`config.mk`:
```
export PLATFORM = sky130hd
export DESIGN_NAME = his_reader_fsm
export DESIGN_NICKNAME = d
export VERILOG_FILES = /design/src/rtl/his_reader_fsm_pkg.sv /design/src/rtl/his_peak_tracker.sv /design/src/rtl/his_reader_fsm.sv
export SDC_FILE = /design/constraint.sdc
export NUM_CORES = 1
export LEC_CHECK = 0
export ABC_AREA = 1
export ABC_CLOCK_PERIOD_IN_PS = 2300
export CAP_MARGIN = 10
export CORE_MARGIN = 2
export CORE_UTILIZATION = 45
export CTS_CLUSTER_SIZE = 12
export DETAILED_ROUTE_END_ITERATION = 16
export GPL_TIMING_DRIVEN = 0
export PLACE_DENSITY = 0.77
export SETUP_SLACK_MARGIN = 0.1
export SLEW_MARGIN = 20
export SYNTH_ARGS = -nofsm -noshare
export SYNTH_HDL_FRONTEND = slang
export SYNTH_HIERARCHICAL = 1
export SYNTH_SLANG_ARGS = --single-unit
```
`constraint.sdc`:
```
create_clock -name clk -period 2.3 [get_ports clk]
set_clock_uncertainty 0.2 [all_clocks]
set_input_delay 0.575 -clock clk [delete_from_list [all_inputs] [get_ports clk]]
set_output_delay 0.575 -clock clk [all_outputs]
set_load 0.05 [all_outputs]
```
`src/rtl/his_reader_fsm_pkg.sv`:
```
// Shared definitions for the histogram readout path.
//   - default geometry (bin address width, pixels per bank, count width)
//   - readout state encoding
//   - address width helper: AW = log2(PIXEL_NUM) + NB
package his_reader_fsm_pkg;

  localparam int NB_DEF        = 4;
  localparam int PIXEL_NUM_DEF = 4;
  localparam int CW_DEF        = 8;

  typedef enum logic [1:0] {
    ST_IDLE = 2'd0,
    ST_RD   = 2'd1,
    ST_OUT  = 2'd2,
    ST_PK   = 2'd3
  } rd_state_e;

  function automatic int addr_w(input int nb, input int pixel_num);
    return $clog2(pixel_num) + nb;
  endfunction

endpackage

```
`src/rtl/his_peak_tracker.sv`:
```
// Running per-pixel peak of the histogram bins seen so far.
// Ports:
//   clk        clock
//   clear      synchronous clear of the tracked peak (bin 0, count 0)
//   update     present bin/count is a newly captured bin
//   bin        bin index of the captured bin
//   count      count of the captured bin
//   peak_bin   bin index of the current peak
//   peak_count count of the current peak
module his_peak_tracker #(
  parameter int NB = 4,
  parameter int CW = 8
) (
  input  logic          clk,
  input  logic          clear,
  input  logic          update,
  input  logic [NB-1:0] bin,
  input  logic [CW-1:0] count,
  output logic [NB-1:0] peak_bin,
  output logic [CW-1:0] peak_count
);

  logic [NB-1:0] peak_bin_q;
  logic [CW-1:0] peak_count_q;

  // Strict greater-than: bins arrive in ascending order, so a tie keeps the
  // lowest bin, and an all-zero pixel never moves off bin 0 / count 0.
  always_ff @(posedge clk) begin
    if (clear) begin
      peak_bin_q   <= '0;
      peak_count_q <= '0;
    end else if (update && (count > peak_count_q)) begin
      peak_bin_q   <= bin;
      peak_count_q <= count;
    end
  end

  assign peak_bin   = peak_bin_q;
  assign peak_count = peak_count_q;

endmodule

```
`src/rtl/his_reader_fsm.sv`:
```
// Histogram bank reader: on bank_ready, walks every pixel/bin of the
// completed bank in an external RAM, streams each bin out with valid/ready
// handshaking, clears each bin as it is read, and reports the per-pixel peak.
// Ports:
//   clk, res                 clock, synchronous active-high reset
//   bank_ready, bank_sel     completed-bank pulse and its bank index
//   ram_rd_en/bank/addr      RAM read request (addr = pixel*BIN_NUM + bin)
//   ram_rd_data              RAM read data, one cycle after ram_rd_en
//   ram_clr_en/addr          write-zero to the bank given by ram_rd_bank
//   out_valid/ready          bin stream handshake
//   out_pixel/bin/count/last bin stream payload (last = final bin of pixel)
//   peak_valid/pixel/bin/count  one-cycle per-pixel peak report
//   busy                     readout in progress
//   overrun                  sticky: bank_ready arrived while busy
module his_reader_fsm
  import his_reader_fsm_pkg::*;
#(
  parameter  int NB        = NB_DEF,
  parameter  int PIXEL_NUM = PIXEL_NUM_DEF,
  parameter  int CW        = CW_DEF,
  localparam int PW        = $clog2(PIXEL_NUM),
  localparam int AW        = addr_w(NB, PIXEL_NUM)
) (
  input  logic          clk,
  input  logic          res,
  input  logic          bank_ready,
  input  logic          bank_sel,
  output logic          ram_rd_en,
  output logic          ram_rd_bank,
  output logic [AW-1:0] ram_rd_addr,
  input  logic [CW-1:0] ram_rd_data,
  output logic          ram_clr_en,
  output logic [AW-1:0] ram_clr_addr,
  output logic          out_valid,
  input  logic          out_ready,
  output logic [PW-1:0] out_pixel,
  output logic [NB-1:0] out_bin,
  output logic [CW-1:0] out_count,
  output logic          out_last,
  output logic          peak_valid,
  output logic [PW-1:0] peak_pixel,
  output logic [NB-1:0] peak_bin,
  output logic [CW-1:0] peak_count,
  output logic          busy,
  output logic          overrun
);

  localparam logic [NB-1:0] BIN_MAX = '1;
  localparam logic [PW-1:0] PIX_MAX = PW'(PIXEL_NUM - 1);

  rd_state_e     state_q, state_d;
  logic          bank_q, bank_d;
  logic [PW-1:0] pixel_q, pixel_d;
  logic [NB-1:0] bin_q, bin_d;
  // cap_q marks the first OUT cycle: the RAM word is on ram_rd_data right
  // now, so it is forwarded to out_count and registered at the same edge.
  // This keeps the rate at one bin per RD+OUT pair.
  logic          cap_q, cap_d;
  logic [CW-1:0] count_q, count_d;
  logic          overrun_q, overrun_d;
  logic          trk_clear;
  logic [NB-1:0] trk_bin;
  logic [CW-1:0] trk_count;

  // State register
  always_ff @(posedge clk) begin
    if (res) begin
      state_q   <= ST_IDLE;
      bank_q    <= 1'b0;
      pixel_q   <= '0;
      bin_q     <= '0;
      cap_q     <= 1'b0;
      count_q   <= '0;
      overrun_q <= 1'b0;
    end else begin
      state_q   <= state_d;
      bank_q    <= bank_d;
      pixel_q   <= pixel_d;
      bin_q     <= bin_d;
      cap_q     <= cap_d;
      count_q   <= count_d;
      overrun_q <= overrun_d;
    end
  end

  // Next-state logic
  always_comb begin
    state_d   = state_q;
    bank_d    = bank_q;
    pixel_d   = pixel_q;
    bin_d     = bin_q;
    cap_d     = 1'b0;
    count_d   = cap_q ? ram_rd_data : count_q;
    overrun_d = overrun_q | (bank_ready && (state_q != ST_IDLE));
    trk_clear = 1'b0;
    case (state_q)
      ST_IDLE: begin
        if (bank_ready) begin
          bank_d    = bank_sel;
          pixel_d   = '0;
          bin_d     = '0;
          trk_clear = 1'b1;
          state_d   = ST_RD;
        end
      end
      ST_RD: begin
        cap_d   = 1'b1;
        state_d = ST_OUT;
      end
      ST_OUT: begin
        if (out_ready) begin
          if (bin_q == BIN_MAX) begin
            state_d = ST_PK;
          end else begin
            bin_d   = bin_q + NB'(1);
            state_d = ST_RD;
          end
        end
      end
      ST_PK: begin
        trk_clear = 1'b1;
        if (pixel_q == PIX_MAX) begin
          state_d = ST_IDLE;
        end else begin
          pixel_d = pixel_q + PW'(1);
          bin_d   = '0;
          state_d = ST_RD;
        end
      end
      default: state_d = ST_IDLE;
    endcase
  end

  his_peak_tracker #(
    .NB (NB),
    .CW (CW)
  ) u_peak (
    .clk        (clk),
    .clear      (res | trk_clear),
    .update     (cap_q),
    .bin        (bin_q),
    .count      (ram_rd_data),
    .peak_bin   (trk_bin),
    .peak_count (trk_count)
  );

  // Output logic
  always_comb begin
    busy         = (state_q != ST_IDLE);
    overrun      = overrun_q;
    ram_rd_en    = (state_q == ST_RD);
    ram_rd_bank  = bank_q;
    ram_rd_addr  = {pixel_q, bin_q};
    ram_clr_en   = cap_q;
    ram_clr_addr = {pixel_q, bin_q};
    out_valid    = (state_q == ST_OUT);
    out_pixel    = pixel_q;
    out_bin      = bin_q;
    out_count    = cap_q ? ram_rd_data : count_q;
    out_last     = (state_q == ST_OUT) && (bin_q == BIN_MAX);
    peak_valid   = (state_q == ST_PK);
    peak_pixel   = pixel_q;
    peak_bin     = trk_bin;
    peak_count   = trk_count;
  end

endmodule

```
# --- Word level (Yosys, flattened, before mapping) ---
# Index checks and enable logic that the tools add are counted.
word_totals:
  reg_bits: 31
  latch_bits: 0
  ramBits: 0
  rom_bits: 0
  input_bits: 13
  output_inout_bits: 48
  word_cells: 51
  memories: 0
op_classes:
  n_addsub: 2
  n_mul: 0
  div: 0
  magnitude_cmp: 1
  eq_ne: 9
  shift: 0
  muxes: 17
  bitwise: 2
  n_reduce_logical: 11
ops:
  columns: ["op", "n"]
  rows:
  - ["$mux 4", 4]
  - ["$pmux 4 s3", 1]
  - ["$mux 2", 5]
  - ["$gt 8x8->1", 1]
  - ["$mux 8", 1]
  - ["$pmux 2 s4", 1]
  - ["$eq 2x2->1 const B", 3]
  - ["$ne 2x2->1 const B", 3]
  - ["$reduce_and 5->1", 1]
  - ["$add 4x1->4 const B", 1]
  - ["$eq 4x4->1 const B", 1]
  - ["$pmux 2 s2", 1]
  - ["$reduce_and 2->1", 2]
  - ["$reduce_bool 2->1", 2]
  - ["$logic_and 1x1->1", 3]
  - ["$mux 1", 3]
  - ["$reduce_and 3->1", 1]
  - ["$reduce_bool 3->1", 1]
  - ["$add 2x1->2 const B", 1]
  - ["$eq 2x1->1 const B", 1]
  - ["$logic_not 2->1", 1]
  - ["$ne 2x1->1 const B", 1]
  - ["$or 1x1->1", 2]
  - ["$pmux 1 s2", 1]

# --- Logic depth before layout (Yosys ltp) ---
logic_depth:
  depth_word: 4
  mapped_depth: 13
  ltp_nobuf: 12

# --- By module ---
# Netlist, hierarchy kept.
by_module_without_submodules:
  columns: ["mod", "instances", "cells_per_inst", "area_per_inst_um2", "seq_area_each_um2"]
  rows:
  - ["his_reader_fsm", 1, 152, 1097.3, 380.4]
  - ["his_peak_tracker", 1, 114, 958.4, 240.2]

# --- Least setup slack after synthesis ---
# No wires, ideal clock.
synth_timing:
  path_kind: "reg2out"
  start: "reg state_q[0]"
  end: "out out_last"
  arrival_ps: 1509
  required_ps: 1525
  setup_slack_ps: 16
  stages_incl_launch_ff: 5
  n_path_buf: 0
  cell_sequence: "dfxtp_1 > inv_1 > ha_1 > nand2_1 > nor2_4"
synth_via:
  elab_chain_cells: 2
synth_rtl:
  columns: ["item", "line_no", "text"]
  rows:
  - ["start, declared", "his_reader_fsm.sv:51", "rd_state_e state_q, state_d;"]
  - ["start signal, assigned", "his_reader_fsm.sv:76", "state_q <= state_d;"]
  - ["$eq 2x2->1", null, null]
  - ["via out_valid", "his_reader_fsm.sv:34", "output logic out_valid,"]
  - ["$logic_and 1x1->1", "his_reader_fsm.sv:160", "out_last = (state_q == ST_OUT) && (bin_q == BIN_MAX);"]
  - ["end, declared", "his_reader_fsm.sv:39", "output logic out_last,"]
# The timed path passes the listed nets, and every way through them passes these cells.

# --- Final worst setup path ---
layout_timing:
  start: "reg state_q[0]"
  end: "out busy"
layout_via:
  elab_chain_cells: 1
layout_rtl:
  columns: ["item", "line_no", "text"]
  rows:
  - ["$reduce_bool 2->1", "his_reader_fsm.sv:149", "busy = (state_q != ST_IDLE);"]
  - ["end, declared", "his_reader_fsm.sv:44", "output logic busy,"]
# No other way between the ends.

==> metrics.csv <==
stage,metric,value,unit
critical_path,flop2flop setup slack,390,ps
hold_path,min-delay worst type,reg2reg,
placement,post-placement worst setup slack,-587,ps
timing,Tmin final,2170,ps
final_layout,Final #Nets,364,
synth,Post-synth EDFFs,0,
drt,average via count per standard cell,4.75,
critical_path,"CP delay by family, top",flip-flops,
global_route,first-pass GRT wire length,7610,um
synth,synth warn,6,
critical_path,crit-path cells,inv_2 > ha_1 > inv_1 > buf_4,
clocking,clock buffer depth,2,
synth,top post-synthesis cells by count,"nand2_1 (62), inv_1 (38), dfxtp_1 (31)",
critical_path,Crit path arrival time,1390,ps
clocking,"Clk Latency, worst-skew pair",280,ps
power_and_ir_drop,worst vdd ir,0.896,mV
synth,Post-synth top flop,dfxtp_1,
drt,WL per Instance,11.7,um
synth,cell taking the most area after synthesis,dfxtp_1,
final_layout,share of cells above drive strength 1,31.2,%
global_route,antenna violations before repair,0,
clocking,CTS Sinks,31,
synth,synthesized netlist net count,294,
critical_path,Setup CP Type,reg2out,
run_status,status,finished clean,
synth,sequential element share of the synthesized area,30.2,%
timing,relative slew slack,66.3,%
floorplan,row cnt,24,
placement,HPWL Detailed,3350,um
drt,Pre-antenna DRT Iters,4,
drt,Remaining DRCs,0,
drt,Via Count,1846,
final_layout,diode count,0,
synth,Async SR Flop Fraction,0,%
timing,endpoints failing setup,0,
timing,f_max,461,MHz
timing,final hold vios,0,
placement,port buffer count,60,
drt,Detail Route Antenna Nets,0,
global_route,vias in the first global route,1665,
critical_path,crit end category,output port,
clocking,clk root buf,clkbuf_8,
clocking,CTS H-Tree Depth,2,
critical_path,CP peak stage delay,430,ps
clocking,CTS Buf Count,5,
critical_path,"Max FO, Critical Path",5,
synth,register bit total from synthesis,31,
floorplan,Die ar.,0.00513,mm2
critical_path,slowest CP cell,dfxtp_1,
global_route,GR Overflow Total,0,
clocking,clock-pin slew on the worst setup and hold paths,70,ps
timing,Final Max Slew Viols,0,
synth,syn_area_per_cell,7.73,um2
timing,Worst-Margin Slew,505,ps
clocking,CTS tree,yes,
floorplan,die width,71.6,um
global_route,GR Util All Layers,18.9,%
drt,total wire length,4540,um
critical_path,number of buffers and inverters on the critical path,3,
clocking,Post-CTS Hold Fix Bufs,0,
flow_run,Max Cap Violations,0,
floorplan,Initial Util,46.9,%
synth,"count leader, synth",nand2_1,
critical_path,CP required,1520,ps
timing,setup ws final,133,ps
global_route,largest net degree at the start of global routing,11,
timing,Tcrit/Tclk final,94.2,%
power_and_ir_drop,Pleak,1.48,nW
floorplan,Chip Height,71.6,um
drt,DRT iter0 DRCs,66,
synth,Mapped Area,0.00206,mm2
synth,post-synth cell types,25,
timing,setup TNS,0,ps
synth,Synth Instances,266,
timing,RSZ-0062 raised after global routing,yes,
critical_path,critical path launch point type,register,
floorplan,Core ar.,0.00438,mm2
synth,Synth top area share,30.2,%
placement,GP Congestion,0.783,
power_and_ir_drop,pwr dens,1280,mW/mm2
synth,largest cells by area after synthesis,"dfxtp_1 (30%), nand2_1 (11%), ha_1 (9.1%)",
floorplan,num ports,61,
final_layout,Area Growth Syn to Fin,38.5,%
## worst register-to-register path: stages, from the launching register on
cell and delay [ps]:
dfxtp_1 380, inv_1 70, ha_1 330, a21o_1 230
nor2_4 150, nand2_4 100, buf_12 160, a21oi_2 130
nor2_2 60
## per-stage QoR
| step | hold slack, ps | instances | util [%] | power [mW] | area [um2] |
|---|---|---|---|---|---|
| 2_1_floorplan | 241 | 266 | - | 2.56 | 2060 |
| 5_1_grt | 297 | 389 | 65.0 | 3.88 | 2850 |
| 3_5_place_dp | 257 | 378 | 62.2 | 3.18 | 2730 |
| 3_3_place_gp | 257 | 378 | 62.2 | 3.15 | 2730 |
| 6_report | 270 | 389 | 65.0 | 3.65 | 2850 |
| 4_1_cts | 273 | 388 | 64.5 | 3.66 | 2830 |
## layout make-up
| type | count | area [um2] |
|---|---|---|
| Buffer | 21 | 215 |
| Multi-Input combinational cell | 173 | 1090 |
| Sequential cell | 31 | 626 |
| Clock inverter | 2 | 35.0 |
| Fill cell | 374 | 1540 |
| Tap cell | 52 | 65.1 |
| Clock buffer | 6 | 82.6 |
| Inverter | 41 | 158 |
| Timing Repair Buffer | 63 | 577 |
## kinds of logic (layout without fill, tap and decap cells)
| kind of cell | count (synthesis) | after routing | synth area share [%] |
|---|---|---|---|
| AND/OR/NAND/NOR | 121 | 121 | 30.4 |
| flip-flops | 31 | 31 | 30.2 |
| buffers and inverters | 62 | 133 | 17.7 |
| adder cells (fa/ha/maj) | 15 | 15 | 9.13 |
| AO/OA/AOI/OAI | 37 | 37 | 12.7 |
## report_power, final
group	switching (mW)	internal, mW
combinational	1.53	0.780
sequential	0.125	0.659
clock	0.209	0.350
total	1.86	1.79
## timing repair
item,in CTS,in global routing
resized for setup,122,16
buffers inserted,2,1
pin swaps,1,1
endpoints found under the setup margin,58,29
## routing by layer
metal / wire length, um / vias to the layer above / global-route usage, %
met5: 0 / - / 0
met4: 52 / 0 / 6.92
met3: 223 / 5 / 3.80
met2: 2250 / 49 / 32.4
met1: 2020 / 840 / 23.5
li1: - / 952 / -
## state kept, by name (all words and copies together) (netlist names)
| name | count |
|---|---|
| state_q | 2 |
| ram_clr_en | 1 |
| u_peak/peak_bin | 4 |
| count_q | 8 |
| u_peak/peak_count | 8 |
| overrun | 1 |
| ram_rd_bank | 1 |
| out_bin | 4 |
| out_pixel | 2 |
## layout by cell type, fill, tap and decap left out, types with 2 or more instances in the layout
cell type / n
a21oi_1: 17
a21oi_2: 12
buf_12: 4
buf_2: 2
buf_4: 19
buf_6: 9
clkbuf_2: 2
clkbuf_8: 6
clkdlybuf4s50_1: 4
dfxtp_1: 27
dfxtp_2: 4
dlygate4sd2_1: 36
dlymetal6s2s_1: 5
ha_1: 13
inv_1: 36
inv_2: 4
nand2_1: 61
nand2_2: 5
nand2_4: 4
nand3_1: 8
nand3_2: 9
nor2_1: 18
nor2_2: 11
nor2_4: 4
o21ai_0: 4
## worst paths after layout
| check | startpoint | to | depth (start not counted) |
|---|---|---|---|
| worst max register to register | u_peak/peak_count[7] | u_peak/peak_count[6] | 8 |
| worst max-delay path | state_q[0] | busy | 4 |
| worst min-delay path | count_q[7] | count_q[7] | 2 |
| worst min register to register | count_q[7] | count_q[7] | 2 |
Power figures use the tool's default switching activity.
